[config.mk]
export PLATFORM = sky130hd
export DESIGN_NAME = adder_pipe_sched
export DESIGN_NICKNAME = d
export VERILOG_FILES = /design/src/rtl/adder_pipe_sched.sv
export SDC_FILE = /design/constraint.sdc
export NUM_CORES = 1
export LEC_CHECK = 0
export BUFFER_PORTS_ARGS = -buffer_cell sky130_fd_sc_hd__buf_2
export CAP_MARGIN = 15
export CORE_AREA = 4 4 153 155
export CTS_BUF_LIST = sky130_fd_sc_hd__clkbuf_8
export DETAILED_ROUTE_END_ITERATION = 10
export DIE_AREA = 0 0 157 159
export GPL_TIMING_DRIVEN = 0
export PLACE_DENSITY_LB_ADDON = 0.1
export SYNTH_ARGS = -nofsm -noshare
export SYNTH_HDL_FRONTEND = slang
export SYNTH_SLANG_ARGS = --single-unit
[constraint.sdc]
create_clock -name clk -period 3.95 [get_ports clk]
set_input_delay 0.1975 -clock clk [delete_from_list [all_inputs] [get_ports clk]]
set_output_delay 0.1975 -clock clk [all_outputs]
set_load 0.05 [all_outputs]
[src/rtl/adder_pipe_sched.sv]
// Round-robin front end for a shared fixed-latency 32-bit adder pipeline.
// Tags follow each operation through the adder, and results land in a FIFO that is protected by credits.
module adder_pipe_sched #(
  parameter int unsigned NUM_REQ    = 4,
  parameter int unsigned LATENCY    = 3,
  parameter int unsigned FIFO_DEPTH = 4,
  parameter int unsigned ID_W       = (NUM_REQ > 1) ? $clog2(NUM_REQ) : 1
) (
  input  logic                    clk,
  input  logic                    rst,
  input  logic [NUM_REQ-1:0]      req_valid,
  output logic [NUM_REQ-1:0]      req_ready,
  input  logic [NUM_REQ*32-1:0]   req_a,
  input  logic [NUM_REQ*32-1:0]   req_b,
  output logic [63:0]             pipe_s,
  input  logic [31:0]             pipe_out,
  output logic                    rsp_valid,
  input  logic                    rsp_ready,
  output logic [ID_W-1:0]         rsp_id,
  output logic [31:0]             rsp_sum,
  output logic                    busy
);

  localparam int unsigned PTR_W = (FIFO_DEPTH > 1) ? $clog2(FIFO_DEPTH) : 1;
  localparam int unsigned CNT_W = $clog2(FIFO_DEPTH + 1);
  localparam int unsigned INF_W = $clog2(LATENCY + 1);
  localparam int unsigned CRD_W = $clog2(LATENCY + FIFO_DEPTH + 1);

  logic [ID_W-1:0]  rr_ptr;
  logic [ID_W-1:0]  grant;
  logic             found;
  logic             can_issue;
  logic             issue;
  int unsigned      idx;

  logic             tag_v  [LATENCY];
  logic [ID_W-1:0]  tag_id [LATENCY];
  logic [INF_W-1:0] inflight;

  logic [ID_W-1:0]  mem_id  [FIFO_DEPTH];
  logic [31:0]      mem_sum [FIFO_DEPTH];
  logic [PTR_W-1:0] wr_ptr;
  logic [PTR_W-1:0] rd_ptr;
  logic [CNT_W-1:0] fifo_cnt;
  logic             push;
  logic             pop;

  function automatic logic [PTR_W-1:0] ptr_inc(input logic [PTR_W-1:0] p);
    return (32'(p) == FIFO_DEPTH - 1) ? '0 : p + PTR_W'(1);
  endfunction

  // First valid requester at or after rr_ptr, cyclically.
  always_comb begin
    found = 1'b0;
    grant = '0;
    idx   = 0;
    for (int unsigned k = 0; k < NUM_REQ; k++) begin
      idx = 32'(rr_ptr) + k;
      if (idx >= NUM_REQ) idx = idx - NUM_REQ;
      if (!found && req_valid[ID_W'(idx)]) begin
        found = 1'b1;
        grant = ID_W'(idx);
      end
    end
  end

  // Every valid tag in flight and every FIFO entry holds one credit, so the FIFO can never overflow.
  always_comb begin
    inflight = '0;
    for (int unsigned i = 0; i < LATENCY; i++) begin
      inflight = inflight + INF_W'(tag_v[i]);
    end
  end

  assign can_issue = (CRD_W'(inflight) + CRD_W'(fifo_cnt)) < CRD_W'(FIFO_DEPTH);
  assign issue     = found && can_issue && !rst;

  always_comb begin
    req_ready = '0;
    pipe_s    = '0;
    if (issue) begin
      req_ready[grant] = 1'b1;
      pipe_s = {req_a[32*32'(grant) +: 32], req_b[32*32'(grant) +: 32]};
    end
  end

  always_ff @(posedge clk) begin
    if (rst) begin
      rr_ptr <= '0;
    end else if (issue) begin
      rr_ptr <= (32'(grant) == NUM_REQ - 1) ? '0 : grant + ID_W'(1);
    end
  end

  // The tag shift register runs alongside the external adder; the last stage lines up with pipe_out.
  always_ff @(posedge clk) begin
    if (rst) begin
      for (int unsigned i = 0; i < LATENCY; i++) begin
        tag_v[i]  <= 1'b0;
        tag_id[i] <= '0;
      end
    end else begin
      tag_v[0]  <= issue;
      tag_id[0] <= grant;
      for (int unsigned i = 1; i < LATENCY; i++) begin
        tag_v[i]  <= tag_v[i-1];
        tag_id[i] <= tag_id[i-1];
      end
    end
  end

  assign push = tag_v[LATENCY-1];
  assign pop  = rsp_valid && rsp_ready;

  always_ff @(posedge clk) begin
    if (push) begin
      mem_id[wr_ptr]  <= tag_id[LATENCY-1];
      mem_sum[wr_ptr] <= pipe_out;
    end
  end

  always_ff @(posedge clk) begin
    if (rst) begin
      wr_ptr   <= '0;
      rd_ptr   <= '0;
      fifo_cnt <= '0;
    end else begin
      if (push) wr_ptr <= ptr_inc(wr_ptr);
      if (pop)  rd_ptr <= ptr_inc(rd_ptr);
      if (push && !pop) begin
        fifo_cnt <= fifo_cnt + CNT_W'(1);
      end else if (!push && pop) begin
        fifo_cnt <= fifo_cnt - CNT_W'(1);
      end
    end
  end

  // The head is gated so that an empty FIFO shows zeros rather than stale data.
  assign rsp_valid = (fifo_cnt != '0);
  assign rsp_id    = rsp_valid ? mem_id[rd_ptr]  : '0;
  assign rsp_sum   = rsp_valid ? mem_sum[rd_ptr] : '0;
  assign busy      = (inflight != '0) || (fifo_cnt != '0);

  assert property (@(posedge clk) disable iff (rst)
                   !(push && !pop && (fifo_cnt == CNT_W'(FIFO_DEPTH))))
    else $error("adder_pipe_sched: result FIFO overflow");

endmodule
==> results of run 1 <==
## worst max-delay path, stage by stage (launching register included)
cell and delay (ns):
dfxtp_1 0.42, fa_1 0.47, ha_1 0.28, a31oi_1 0.21, xnor2_1 0.11, a311oi_2 0.34, nand2_2 0.29, buf_6 0.25
o22ai_1 0.40, buf_2 0.35
## what timing repair did
action / in CTS / in global routing
hold buffers: 32 / 0
setup endpoints to repair: 0 / 3
hold endpoints to repair: 128 / 0
gates resized for setup: 0 / 3
## worst max-delay path by stage
| stage | slack, ns | end |
|---|---|---|
| global route | 0.03 | pipe_s[20] |
| finish | 0.18 | pipe_s[20] |
| global placement | 0.59 | pipe_s[18] |
| detailed placement | 0.63 | pipe_s[18] |
| floorplan | 0.87 | pipe_s[53] |
| CTS | 0.11 | pipe_s[18] |
## logic make-up after synthesis
kind of cell	count (synthesis)	synth area share
compound gates	80	0.0691
xor+xnor	3	0.00322
fa+ha+maj	13	0.0217
buf+inv	50	0.0463
flops	156	0.549
mux	166	0.257
simple gates	75	0.0538
## state kept, by name, indices dropped and copies added, names as in the netlist, named ones only
signal and count:
rd_ptr 2, mem_sum 128, fifo_cnt 3, tag_id 6, mem_id 8, tag_v 3, rr_ptr 2, wr_ptr 2
## metrics by stage
| step | power, mW | hold WS, ns | cells | setup slack [ns] |
|---|---|---|---|---|
| floorplan | 5.54 | 0.296 | 543 | 0.869 |
| global placement | 6.77 | 0.416 | 1220 | 0.590 |
| detailed placement | 6.77 | 0.414 | 1224 | 0.630 |
| CTS | 8.12 | 0.0292 | 1288 | 0.113 |
| global route | 8.44 | 0.0458 | 1290 | 0.0295 |
| finish | 8.06 | 0.0604 | 1290 | 0.182 |
## cell usage in the layout (no fill, tap or decap), drive strengths merged, types with 4 or more instances in the layout
master,n
a21oi,6
and2,42
buf,433
bufinv,5
clkbuf,27
clkinv,5
dfxtp,20
dlygate4sd3,32
edfxtp,136
ha,11
inv,11
mux2i,131
mux4,35
nand2,8
nand2b,4
nor2,9
nor2b,6
o22ai,64
## power by group
group | leakage, nW | switching, mW | total (mW) | internal [mW]
Clock | 0.225 | 0.567 | 1.32 | 0.753
Combinational | 3.30 | 3.35 | 4.82 | 1.47
Sequential | 1.39 | 0.0530 | 1.93 | 1.87
## final cells by class
type                       instances  area [um2]  share of cell area
sequential                       156        4480               0.394
clock inverter                    15         221              0.0194
tap                              280         350              0.0308
antenna                            2        5.00            0.000439
clock buffer                      17         234              0.0205
inverter                           8        30.0             0.00264
multi-input combinational        337        3330               0.292
buffer                            42         348              0.0305
timing repair buffer             433        2390               0.210
## metal layers
| metal | track usage | routed length [um] | part of all wire | up-vias |
|---|---|---|---|---|
| met1 | 0.295 | 12000 | 0.39 | 3177 |
| met3 | 0.0747 | 2520 | 0.083 | 21 |
| met2 | 0.406 | 15700 | 0.51 | 276 |
| met4 | 0.0402 | 232 | 0.0076 | 4 |
| met5 | 0 | 20 | 0.00066 | - |
| li1 | - | - | - | 3052 |
==> results.cfg, run 1 <==
[outcome]
status = finished, final reports clean

[floorplanning]
num_io_pins = 399
dieArea_um2 = 25000
start_util = 0.374
coreArea_um2 = 21800
die_w_um = 157
rows = 54
die_h_um = 159

[logic_synthesis]
synth.top_cell.area_share = 0.500
yosys-top-cells-area = edfxtp_1, mux2i_1, mux4_2
synth_flop_cell = edfxtp_1
synth-seq-cells = 156
synth.avg_cell_area_um2 = 15.0
syn-cell-area_um2 = 8170
synth_cell_types = 36
synth_edf_count = 136
synthTopCellsByCount = edfxtp_1, mux2i_1, o22ai_1
yosys.cell_count.top_type = edfxtp_1
async_flop_share = 0
yosysWarningCount = 0
yosysTopAreaCell = edfxtp_1
synth_cells = 543
syn-num-nets = 851
synth_seq_area_share = 0.549

[hold_path]
hold_path.class = in2reg
hold_depth = 3
min_from = rsp_ready
holdPathEnd = rd_ptr[1]

[clock_network]
clock-sinks = 156
cts_buffers = 17
htree_levels = 4
cts_root_buf = clkbuf_8
clk_latency_ns = 0.43
post_cts_buffers = 0
clkTransAtPathRegs_ns = 0.08
cts_max_path_buffers = 2
cts_tree = yes

[place]
io_buffers = 397
post_dp_cell_area_um2 = 10600
dp_hpwl_um = 25000
place_congestion = 0.972

[detailed_routing]
drc = 0
drt_iter0_markers = 450
drt-pass1-iter-count = 5
vias = 6530
wirelength_um = 30500
wl_per_cell_um = 23.6
ant_nets = 0
avgViaCountPerCell = 5.06

[grt]
grt_pass1_vias = 6537
antenna_found_initial = 5
track_usage = 0.236
grt_max_degree = 30
grt.overflow.total = 0
grt_pass1_wl_um = 42900

[critical_path]
worst_setup_path_end_kind = output port
r2r-end = fifo_cnt[2]
crit_type = reg2out
startpoint_type = flip-flop
worstPathMaxFanout = 10
r2r-start = fifo_cnt[0]
crit_required_ns = 3.75
startpoint = tag_v[0][2]
reg2reg_depth = 9
crit_arrival_ns = 3.57
reg2reg_slack_ns = 1.38

[pwr]
ir_worst_vdd_uv = 396
powerDensity_nw_per_um2 = 708
leakage_nw = 4.91

[timing]
fin_crit_ns = 3.77
fmaxAchievable_mhz = 265
tns_ns = 0
rsz0062_at_grt = no
fin_skew_ns = 0.00910
final_max_slew_viol_count = 0
finalCritPeriodShare = 0.954
hold_viol = 0
tightest_slew_ns = 0.651
setup_viol = 0
relSlewSlack = 0.566

[finish]
layout.nets = 1303
drive_gt1_frac = 0.519
final_util = 0.522
syn_to_final_growth_pct = 39.4
fin_area_um2 = 11400
nFillCells = 1967

[flow_run]
cap_viol_max_count = 0
Power figures use the tool's default switching activity.
==> run 2: changes to the inputs <==
Settings changed: BUFFER_PORTS_ARGS -buffer_cell sky130_fd_sc_hd__buf_2 to unset, CTS_CLUSTER_DIAMETER set to 40, CTS_CLUSTER_SIZE set to 24, DONT_BUFFER_PORTS set to 1.
==> run 2 against run 1 <==
  * Hold slack improved by 0.022 ns
  * Cell count down 30%
  * Routed wire length down 2.3%
  * Sequential power barely moved
  * Largest power group unchanged
  * Sequential share of layout area grew 6.8 points
  * Global-route usage is 0.42 points lower
  * Setup slack worse by 0.17 ns
==> results.cfg, run 2 (synthesis gave the netlist of run 1 again) <==
[outcome]
status = finished, final reports clean

[clock_network]
htree_levels = 4
cts_buffers = 17
cts_max_path_buffers = 2
clkTransAtPathRegs_ns = 0.08
post_cts_buffers = 0
clk_latency_ns = 0.42
cts_tree = yes
cts_root_buf = clkbuf_8
clock-sinks = 156

[timing]
hold_viol = 0
final_max_slew_viol_count = 0
tightest_slew_ns = 1.17
finalCritPeriodShare = 0.996
whs_ns = 0.0820
fin_skew_ns = 0.00792
tns_ns = 0
fmaxAchievable_mhz = 254
worst_slack_ns = 0.0148
rsz0062_at_grt = yes
fin_crit_ns = 3.94
setup_viol = 0
relSlewSlack = 0.231

[floorplanning]
rows = 54
dieArea_um2 = 25000
start_util = 0.374
die_h_um = 159
coreArea_um2 = 21800
die_w_um = 157
num_io_pins = 399

[finish]
syn_to_final_growth_pct = 19.0
drive_gt1_frac = 0.280
reg_top3 = mem_sum: 128 flops, mem_id: 8 flops, tag_id: 6 flops
final_common_cell = edfxtp_1
final_cell_mix = edfxtp_1, mux2i_1, o22ai_2
largest_reg_flops = 128
final_cells = 906
top_register = mem_sum
layout.nets = 919

[place]
preCtsSetupSlack_ns = 0.372
dp_hpwl_um = 24500
io_buffers = 0
place_congestion = 0.951
dp.cells = 839

[critical_path]
crit_required_ns = 3.75
r2r-start = fifo_cnt[0]
crit_type = reg2out
endpoint = pipe_s[23]
reg2reg_slack_ns = 1.36
worstPathMaxFanout = 10
r2r-end = fifo_cnt[2]
worst_setup_path_end_kind = output port
crit_arrival_ns = 3.74
startpoint_type = flip-flop
reg2reg_depth = 9
startpoint = tag_v[0][2]

[detailed_routing]
ant_nets = 0
drc = 0
wl_per_cell_um = 32.8
drt-pass1-iter-count = 6
avgViaCountPerCell = 5.82
vias = 5270
drt_iter0_markers = 256
wirelength_um = 29800

[pwr]
powerDensity_nw_per_um2 = 774
power_mw = 7.53
leakage_nw = 3.35
ir_worst_vdd_uv = 365

[grt]
grt_pass1_vias = 5659
track_usage = 0.232
antenna_found_initial = 2
grt.overflow.total = 0
grt_pass1_wl_um = 41500
grt_max_degree = 25

[hold_path]
hold_path.class = in2reg

[flow_run]
cap_viol_max_count = 0
run 2: changes by cell type in the layout (fill, tap and decap cells not counted), moves of 4 or more:
cell | previous run | this run
buf_2 | 405 | 8
o22ai_1 | 53 | 16
o22ai_2 | 11 | 48
buf_6 | 24 | 36
bufinv_16 | 5 | 1
run 2: power breakdown:
part | switching (mW) | internal [mW]
registers | 0.0542 | 1.87
logic | 3.31 | 1.20
clock network | 0.587 | 0.504
run 2: how the worst min path moves through the flow:
stage	depth (start not counted)	end	slack, ns	startpoint
floorplan	0	mem_sum[0][0]	0.30	pipe_out[0]
global placement	0	mem_sum[2][10]	0.30	pipe_out[10]
detailed placement	0	mem_sum[2][10]	0.30	pipe_out[10]
CTS	3	rr_ptr[0]	0.05	req_valid[0]
global route	3	rr_ptr[0]	0.08	req_valid[0]
finish	3	rr_ptr[0]	0.08	req_valid[0]
run 2: layer usage:
metal  GRT usage  up-vias  part of all wire
li1            -     2283                 -
met1       0.290     2728              0.40
met2       0.398      238              0.51
met3      0.0625       21             0.070
met4      0.0536        0             0.013
met5           0        -                 0
run 2: final cells by class:
class	count	area, um2
plain buffers	42	348
multi-input cells	337	3560
repair buffers	49	568
clock buffers	17	234
fillers	1957	12100
diodes	2	5.00
inverters	8	30.0
clock inverters	15	136
flip-flops and latches	156	4480
well taps	280	350
run 2: worst max-delay path, cell delays in order, from the launching register on:
cell	delay [ns]
dfxtp_1	0.41
fa_1	0.48
ha_1	0.28
a31oi_1	0.20
xnor2_1	0.12
a311oi_2	0.33
nand2_2	0.32
buf_6	0.26
o22ai_1	0.89
run 2: per-stage QoR:
step                      utilization  instance area [um2]
after floorplan                     -                 8170
after global placement          0.390                 8520
after detailed placement        0.402                 8760
after CTS                       0.438                 9570
after global routing            0.445                 9720
final                           0.445                 9720
run 2: repair_timing:
| item | 4_1_cts | 5_1_grt |
|---|---|---|
| hold endpoints to repair | 130 | 0 |
| gates resized for setup | 17 | 23 |
| setup endpoints to repair | 19 | 26 |
| hold buffers | 33 | 0 |
